**src/rtl/viterbi_pkg.sv**
```systemverilog
// Shared Viterbi traceback types: trellis state, decision word, FSM encoding
// and the backward-step (predecessor) rule.
package viterbi_pkg;

  localparam int K          = 4;
  localparam int NUM_STATES = 2**(K-1);

  typedef logic [K-2:0]          state_t;
  typedef logic [NUM_STATES-1:0] dec_word_t;

  typedef enum logic [1:0] {IDLE, TRACE, DRAIN, OUTPUT} tb_state_e;

  // Next state is {u, s[K-2:1]}, so stepping back shifts left and refills
  // the LSB with the survivor decision stored for that state.
  function automatic state_t predecessor(input state_t s, input dec_word_t w);
    return {s[K-3:0], w[s]};
  endfunction

endpackage

```
**src/rtl/tb_bit_lifo.sv**
```systemverilog
// Single-bit LIFO used to reverse the traced bit order; depth must be a power of two.
module tb_bit_lifo #(
  parameter int  DEPTH = 64,
  localparam int CW    = $clog2(DEPTH) + 1
) (
  input  logic          clk,
  input  logic          rst_n,
  input  logic          push_i,
  input  logic          bit_i,
  input  logic          pop_i,
  output logic [CW-1:0] count_o,
  output logic          empty_o,
  output logic          top_o
);

  logic [DEPTH-1:0] mem_q;
  logic [CW-1:0]    count_q, count_d;
  logic [CW-2:0]    top_idx;

  assign top_idx = count_q[CW-2:0] - 1'b1;
  assign top_o   = mem_q[top_idx];
  assign count_o = count_q;
  assign empty_o = (count_q == '0);

  always_comb begin
    count_d = count_q;
    if (push_i)     count_d = count_q + 1'b1;
    else if (pop_i) count_d = count_q - 1'b1;
  end

  always_ff @(posedge clk) begin
    if (!rst_n) count_q <= '0;
    else        count_q <= count_d;
  end

  // Storage is not reset: only the pointer decides what is visible.
  always_ff @(posedge clk) begin
    if (push_i) mem_q[count_q[CW-2:0]] <= bit_i;
  end

endmodule

```
**src/rtl/viterbi_traceback.sv**
```systemverilog
// Viterbi survivor-memory traceback reader with bit-order reversal on a valid/ready stream.
// Optional: define VITERBI_TB_START_CHK_EN to add start_err (nonzero final traced state).
module viterbi_traceback
  import viterbi_pkg::*;
#(
  parameter int ADDR_WIDTH = 6
) (
  input  logic                  clk,
  input  logic                  rst_n,
  input  logic                  start,
  input  state_t                start_state,
  input  logic [ADDR_WIDTH-1:0] last_addr,
  input  logic [ADDR_WIDTH:0]   frame_len,
  output logic                  busy,
  output logic [ADDR_WIDTH-1:0] addr_rd,
  input  dec_word_t             rd_data,
  output logic                  dec_bit,
  output logic                  dec_valid,
  input  logic                  dec_ready,
  output logic                  dec_last
`ifdef VITERBI_TB_START_CHK_EN
  ,
  output logic                  start_err
`endif
);

  localparam int                DEPTH   = 2**ADDR_WIDTH;
  localparam int                LW      = ADDR_WIDTH + 1;
  localparam logic [LW-1:0]     MAX_LEN = LW'(DEPTH);

  tb_state_e             state_q, state_d;
  state_t                cur_q, cur_d;
  logic [ADDR_WIDTH-1:0] addr_q, addr_d;
  logic [LW-1:0]         len_q, len_d;
  logic [LW-1:0]         cnt_q, cnt_d;
  logic                  rd_vld_q;
  logic                  dec_bit_q, dec_bit_d;
  logic                  dec_valid_q, dec_valid_d;
  logic                  dec_last_q, dec_last_d;
`ifdef VITERBI_TB_START_CHK_EN
  state_t                final_q, final_d;
`endif

  logic          push, pop;
  logic [LW-1:0] lifo_cnt;
  logic          lifo_empty, lifo_top;
  state_t        pred;

  assign pred = predecessor(cur_q, rd_data);

  tb_bit_lifo #(.DEPTH(DEPTH)) u_lifo (
    .clk     (clk),
    .rst_n   (rst_n),
    .push_i  (push),
    .bit_i   (cur_q[K-2]),
    .pop_i   (pop),
    .count_o (lifo_cnt),
    .empty_o (lifo_empty),
    .top_o   (lifo_top)
  );

  always_comb begin
    state_d     = state_q;
    cur_d       = cur_q;
    addr_d      = addr_q;
    len_d       = len_q;
    cnt_d       = cnt_q;
    dec_bit_d   = dec_bit_q;
    dec_valid_d = dec_valid_q;
    dec_last_d  = dec_last_q;
    push        = 1'b0;
    pop         = 1'b0;
`ifdef VITERBI_TB_START_CHK_EN
    final_d     = final_q;
`endif
    unique case (state_q)
      IDLE: begin
        if (start && (frame_len != '0)) begin
          state_d = TRACE;
          cur_d   = start_state;
          addr_d  = last_addr;
          len_d   = (frame_len > MAX_LEN) ? MAX_LEN : frame_len;
          cnt_d   = LW'(1);
`ifdef VITERBI_TB_START_CHK_EN
          final_d = '0;
`endif
        end
      end
      TRACE: begin
        // rd_data lags addr_rd by one cycle; the first TRACE cycle has nothing to consume.
        if (rd_vld_q) begin
          push  = 1'b1;
          cur_d = pred;
        end
        if (cnt_q == len_q) begin
          state_d = DRAIN;
        end else begin
          addr_d = addr_q - 1'b1;
          cnt_d  = cnt_q + 1'b1;
        end
      end
      DRAIN: begin
        push    = 1'b1;
        cur_d   = pred;
        state_d = OUTPUT;
`ifdef VITERBI_TB_START_CHK_EN
        final_d = pred;
`endif
      end
      OUTPUT: begin
        if (dec_valid_q && dec_ready && dec_last_q) begin
          state_d     = IDLE;
          dec_valid_d = 1'b0;
          dec_last_d  = 1'b0;
        end else if ((!dec_valid_q || dec_ready) && !lifo_empty) begin
          pop         = 1'b1;
          dec_bit_d   = lifo_top;
          dec_valid_d = 1'b1;
          dec_last_d  = (lifo_cnt == LW'(1));
        end
      end
      default: state_d = IDLE;
    endcase
  end

  always_ff @(posedge clk) begin
    if (!rst_n) begin
      state_q     <= IDLE;
      cur_q       <= '0;
      addr_q      <= '0;
      len_q       <= '0;
      cnt_q       <= '0;
      rd_vld_q    <= 1'b0;
      dec_bit_q   <= 1'b0;
      dec_valid_q <= 1'b0;
      dec_last_q  <= 1'b0;
`ifdef VITERBI_TB_START_CHK_EN
      final_q     <= '0;
`endif
    end else begin
      state_q     <= state_d;
      cur_q       <= cur_d;
      addr_q      <= addr_d;
      len_q       <= len_d;
      cnt_q       <= cnt_d;
      rd_vld_q    <= (state_q == TRACE);
      dec_bit_q   <= dec_bit_d;
      dec_valid_q <= dec_valid_d;
      dec_last_q  <= dec_last_d;
`ifdef VITERBI_TB_START_CHK_EN
      final_q     <= final_d;
`endif
    end
  end

  assign busy      = (state_q != IDLE);
  assign addr_rd   = addr_q;
  assign dec_bit   = dec_bit_q;
  assign dec_valid = dec_valid_q;
  assign dec_last  = dec_last_q;
`ifdef VITERBI_TB_START_CHK_EN
  assign start_err = (final_q != '0);
`endif

endmodule

```
**config.mk**
```make
export PLATFORM = sky130hd
export DESIGN_NAME = viterbi_traceback
export DESIGN_NICKNAME = d
export VERILOG_FILES = /design/src/rtl/viterbi_pkg.sv /design/src/rtl/tb_bit_lifo.sv /design/src/rtl/viterbi_traceback.sv
export SDC_FILE = /design/constraint.sdc
export NUM_CORES = 1
export LEC_CHECK = 0
export ABC_CLOCK_PERIOD_IN_PS = 3400
export BUFFER_PORTS_ARGS = -buffer_cell sky130_fd_sc_hd__buf_4
export CAP_MARGIN = 15
export CORE_ASPECT_RATIO = 0.5
export CORE_MARGIN = 2
export CORE_UTILIZATION = 45
export CTS_CLUSTER_DIAMETER = 120
export DETAILED_ROUTE_END_ITERATION = 10
export HOLD_SLACK_MARGIN = 0.12
export PLACE_DENSITY = 0.7
export SLEW_MARGIN = 20
export SYNTH_ARGS = -nofsm -noshare
export SYNTH_HDL_FRONTEND = slang
export SYNTH_HIERARCHICAL = 1
export SYNTH_SLANG_ARGS = --single-unit
```
**constraint.sdc**
```tcl
create_clock -name clk -period 3.4 [get_ports clk]
set_clock_uncertainty 0.1 [all_clocks]
set_input_delay 0.34 -clock clk [delete_from_list [all_inputs] [get_ports clk]]
set_output_delay 0.34 -clock clk [all_outputs]
set_load 0.05 [all_outputs]
```
* Yosys cells after proc, flatten, opt, wreduce, memory -nomap -nowiden
Index checks and enable logic that the tools add are counted.
** Storage, ports and cells
- Register bits :: 100
- Logic and storage cells :: 86
- Input port bits :: 28
** Cells by class
- Bitwise operators :: 1
- Reduce and logical (&&, ||, !) cells :: 22
- Eq/ne operators :: 10
- Muxes and demuxes :: 32
- Magnitude comparators :: 5
- $add $sub $neg :: 5
** Operators by type and width (number)
- $bwmux W64 :: 1
- $mux W7 :: 5
- $add A7 B1 Y7 const B :: 2
- $lt A6 B7 Y1 const B :: 2
- $pmux W7 S2 :: 1
- $mux W6 :: 2
- $pmux W6 S2 :: 1
- $reduce_and A3 Y1 :: 4
- $sub A6 B1 Y6 const B :: 2
- $mux W1 :: 11
- $ne A2 B2 Y1 const B :: 5
- $pmux W3 S3 :: 1
- $pmux W2 S4 :: 1
- $reduce_bool A2 Y1 :: 4
- $eq A7 B1 Y1 const B :: 1
- $eq A7 B7 Y1 :: 1
- $gt A7 B7 Y1 const B :: 1
- $logic_not A7 Y1 :: 1
- $reduce_bool A7 Y1 :: 1
- $sub A7 B1 Y7 const B :: 1
- $bmux W1 S6 :: 1
- $demux W1 S6 :: 1
- $ge A6 B1 Y1 const B :: 1
- $mux W2 :: 3
- 13 further kinds :: 21

* Depth between registers and ports, before layout
- Depth in word-level cells :: 8
- Depth in mapped cells :: 14
- Mapped depth without buffers :: 12

* By module
Netlist, hierarchy kept.
** By module, submodules not included
- tb_bit_lifo :: cells an instance 261, area each 3452.1 um^2, instances 1
- viterbi_traceback :: cells an instance 210, area each 1769.2 um^2, instances 1

* Worst setup path before layout
OpenSTA, ideal clock, no wires.
- Path type :: reg-to-reg
- From :: register u_lifo.count_q[0] (netlist: u_lifo/count_o[0])
- To :: register dec_bit_q (netlist: dec_bit)
- Cell stages (with the launch flop) :: 14
- Slack :: 0.233 ns
- Data required time :: 3.172 ns
- Clock period less this slack :: 3.167 ns
- Data arrival time :: 2.939 ns
- Setup time :: 0.128 ns
- Buffers on the path :: 5
- Cell sequence :: dfxtp_1 > buf_6 > buf_8 > buf_2 > inv_1 > ha_1 > clkbuf_1 > clkbuf_1 > mux4_1 > mux4_2 > mux2i_1 > mux2i_1 > mux2i_1 > nor2_1
** Between the ends
- Elaborated cells on any way between the ends :: 7
- Those cells by class :: add/sub: 1; mux: 2; reduce/logical: 4
** RTL lines
- from (decl) :: line tb_bit_lifo.sv:17 : logic [CW-1:0] count_q, count_d;
- from (signal assigned) :: line tb_bit_lifo.sv:33 : else count_q <= count_d;
- $sub A6 B1 Y6 :: line tb_bit_lifo.sv:20 : assign top_idx = count_q[CW-2:0] - 1'b1;
- $bmux W1 S6 :: line tb_bit_lifo.sv:21 : assign top_o = mem_q[top_idx];
- $mux W1 (not written as such) :: line tb_bit_lifo.sv:21
- via lifo_top :: line viterbi_traceback.sv:46 : logic lifo_empty, lifo_top;
- to (signal assigned) :: line viterbi_traceback.sv:147 : dec_bit_q <= dec_bit_d;
- to (decl) :: line viterbi_traceback.sv:37 : logic dec_bit_q, dec_bit_d;
The timed path passes the listed nets, and every way through them passes these cells. The select of a mux whose other input is x is not followed.
A chain may end at the register's enable or synchronous reset.

* Final worst setup path
- From :: register state_q[1]
- To :: register u_lifo.count_q[5] (netlist: u_lifo/count_o[5])
** Between the ends
- Word-level cells in the longest chain between the ends :: 3
- Elaborated cells on any way between the ends :: 7
- Those cells by class :: eq/ne: 3; mux: 3; reduce/logical: 1
** RTL lines
- from (decl) :: line viterbi_traceback.sv:31 : tb_state_e state_q, state_d;
- from (signal assigned) :: line viterbi_traceback.sv:141 : state_q <= state_d;
- $eq A2 B2 Y1 or $eq A2 B1 Y1 (tied branches) :: line viterbi_traceback.sv:76 : unique case (state_q)
- $pmux W1 S2 * :: line viterbi_traceback.sv:76
- via push :: line viterbi_traceback.sv:44 : logic push, pop;
- $mux W7 or $reduce_bool A2 Y1 (tied branches)
Mark *: on every way through the listed nets, which the timed path passes. The rest lies on a longest branch.

==> impl_metrics.py <==
metrics = {
    "global_routing": {
        "use_met2": 0.301,
        "grt_overflow": 0,
        "gr-max-usage-layer": "met2",
        "met3_usage": 0.0491,
        "track_usage": 0.184,
        "grt_start_max_net_pins": 38,
        "grt_pass1_vias": 3569,
        "grtUsageMet1": 0.243,
        "antenna_found_initial": 0,
        "grt_pass1_wl_um": 17700,
    },
    "worst_hold_path": {
        "worst_hold_startpoint": "start_state[0]",
        "whs_endpoint": "cur_q[0]",
        "holdPathStages": 3,
        "hp-class": "input pin to flip-flop",
    },
    "clock_network": {
        "post_cts_buffers": 0,
        "cts_made_buffers": 9,
        "ctsHoldBuffers": 0,
        "clock_latency_ps": 350,
        "cts_resized": 0,
        "cts_buffer_depth": 2,
        "cts_root_buf": "clkbuf_16",
        "cts_tree": "done",
        "h-tree-depth": 3,
        "clk_pin_slew_ps": 70,
        "cts_sinks": 100,
    },
    "floorplanning": {
        "row_count": 27,
        "fp.coreArea_um2": 11100,
        "dieArea_um2": 12500,
        "io_pins": 38,
        "dieWidth_um": 156,
        "initial_core_util": 0.468,
        "die_h_um": 80.2,
    },
    "sta": {
        "period_share": 0.894,
        "rsz0062_at_grt": "no",
        "worst_hold_slack_ps": 164,
        "worst_pin_slew_ps": 990,
        "final-max-slew-violation-count": 0,
        "hold_viol": 0,
        "period_needed_ps": 3040,
        "finalSetupViolCount": 0,
        "timing.final.ws_setup_ps": 360,
        "fmax_mhz": 329,
        "finalSetupTns_ps": 0,
        "relSlewSlack": 0.339,
    },
    "finish": {
        "fin_util": 0.531,
        "synthToLayoutAreaGrowth_pct": 13.4,
        "diodes": 0,
        "layout.nets": 546,
        "layout_common_cells": "nor2_1 (82), edfxtp_1 (64), buf_4 (48)",
        "layout_commonest_cell": "nor2_1",
        "drive_gt1_frac": 0.169,
        "fin_area_um2": 5920,
        "fin_cells": 653,
    },
    "drt": {
        "drt_first_pass_iters": 5,
        "ant_nets": 0,
        "post_drt_wl_per_cell_um": 16.2,
        "vias_per_cell": 5.67,
        "via_count": 3702,
        "first_iter_violations": 259,
        "drc": 0,
        "finalWirelength_um": 10600,
    },
    "critical_path": {
        "rr_startpoint": "state_q[1]",
        "critical_path.max_fanout": 7,
        "start_kind": "flip-flop",
        "worstSetupPathType": "flip-flop to flip-flop",
        "rrSetupSlack_ps": 360,
        "ff2ff_path_depth": 11,
        "endpoint_kind": "flip-flop",
        "critPathArrivalTime_ps": 3180,
        "r2r-end": "u_lifo/count_o[5]",
        "cp_data_required_time_ps": 3540,
    },
    "placed_design": {
        "dpl_cell_area_um2": 5620,
        "port_buffers": 37,
        "post-place-ws_ps": 390,
        "dp_hpwl_um": 7120,
        "numPlacedInstances": 637,
        "globalplace.congestion": 0.827,
    },
    "synth": {
        "synth-edff-count": 64,
        "synthArstFlopShare": 0,
        "yosysUniqueCellTypes": 58,
        "seq_area_frac_synth": 0.506,
        "synth_area_leaders": "edfxtp_1 (37%), dfxtp_1 (14%), mux4_2 (6.5%), nor2_1 (5.9%), ha_1 (3.4%)",
        "yosysTopAreaCellShare": 0.368,
        "syn_area_um2": 5220,
        "avgSynthCellArea_um2": 11.1,
        "synth_cells": 471,
        "yosys.area.top_type": "edfxtp_1",
        "yosys_warnings": 6,
        "ys_ff_latch": 100,
        "syn-num-nets": 514,
        "synth_flop_cell": "edfxtp_1",
    },
    "pwr": {
        "p_leak_nw": 2.05,
        "power.density_nw_per_um2": 817,
        "irDropWorstVdd_mv": 0.627,
        "totalPowerFinal_mw": 4.84,
    },
    "job": {
        "cap_violations": 0,
    },
    "outcome": {
        "status": "completed",
    },
}
sequential cells by signal, summed over array words and instances (netlist names):
signal and count:
state_q 2, rd_vld_q 1, u_lifo/mem_q 64, cur_q 3, len_q 7, u_lifo/count_o 7, dec_valid 1, cnt_q 7
dec_last 1, dec_bit 1, addr_rd 6
cells by family after synthesis:
| family | share of synthesized area |
|---|---|
| AO/OA/AOI/OAI | 0.0724 |
| XOR/XNOR | 0.0268 |
| adder cells (fa/ha/maj) | 0.0374 |
| buffers and inverters | 0.0395 |
| flip-flops | 0.506 |
| multiplexers | 0.127 |
| AND/OR/NAND/NOR | 0.191 |
synthesized netlist by cell type, types with 2 or more instances:
library cell / count
buf_6: 2
and2_1: 6
nand3b_1: 3
a211oi_1: 3
mux4_1: 6
inv_1: 16
nand3_1: 20
nor2b_1: 3
mux2i_1: 15
buf_1: 2
nand4b_1: 5
nor4_1: 2
a21oi_1: 17
xor2_1: 4
dfxtp_1: 36
o21ai_1: 2
o31ai_1: 5
nor2_1: 82
or3b_2: 2
edfxtp_1: 64
or3_1: 4
buf_4: 3
clkbuf_1: 13
a21o_1: 2
o211ai_1: 6
mux4_2: 15
ha_1: 14
o21ai_0: 10
nand2b_1: 3
nor3b_1: 5
nand4_1: 8
buf_2: 5
nor3_1: 4
xnor2_1: 12
a221oi_1: 3
nand2_1: 39
and3_1: 4
or4b_1: 2
or4_1: 5
critical path, cell delays in order (launching register included):
cell	delay, ps
dfxtp_1	410
inv_1	90
ha_1	420
nor2b_1	320
inv_1	200
ha_1	330
a21o_1	180
a21oi_1	200
o21ai_0	110
a21oi_1	180
nor4b_1	70
a311o_1	330
layer usage:
layer  part of all wire  vias to the layer above  routed length (um)
met3              0.062                       11                 653
met4              0.012                        0                 126
met5                  0                        -                   0
met1               0.45                     1793                4780
met2               0.47                      102                5000
li1                   -                     1796                   -
layout make-up:
cell class                 instances  area [um^2]
clock inverter                     7         77.6
tap                              145          181
timing repair buffer              48          360
inverter                          16         60.1
multi-input combinational        328         2370
sequential                       100         2640
clock buffer                       9          225
fill                             969         5230
where the power goes:
part	switching, mW	internal, mW
Sequential	0.173	1.52
Combinational	1.21	0.897
Clock	0.463	0.580
how the worst max path moves through the flow:
| stage | end | slack, ps | cells past startpoint | startpoint |
|---|---|---|---|---|
| after floorplan | dec_bit | 230 | 13 | u_lifo/count_o[0] |
| after global placement | u_lifo/count_o[5] | 490 | 11 | state_q[0] |
| after detailed placement | u_lifo/count_o[5] | 390 | 11 | state_q[0] |
| after CTS | u_lifo/count_o[5] | 360 | 11 | state_q[0] |
| after global routing | u_lifo/count_o[5] | 30 | 11 | state_q[0] |
| final | u_lifo/count_o[5] | 360 | 11 | state_q[1] |
Power figures use the tool's default switching activity.
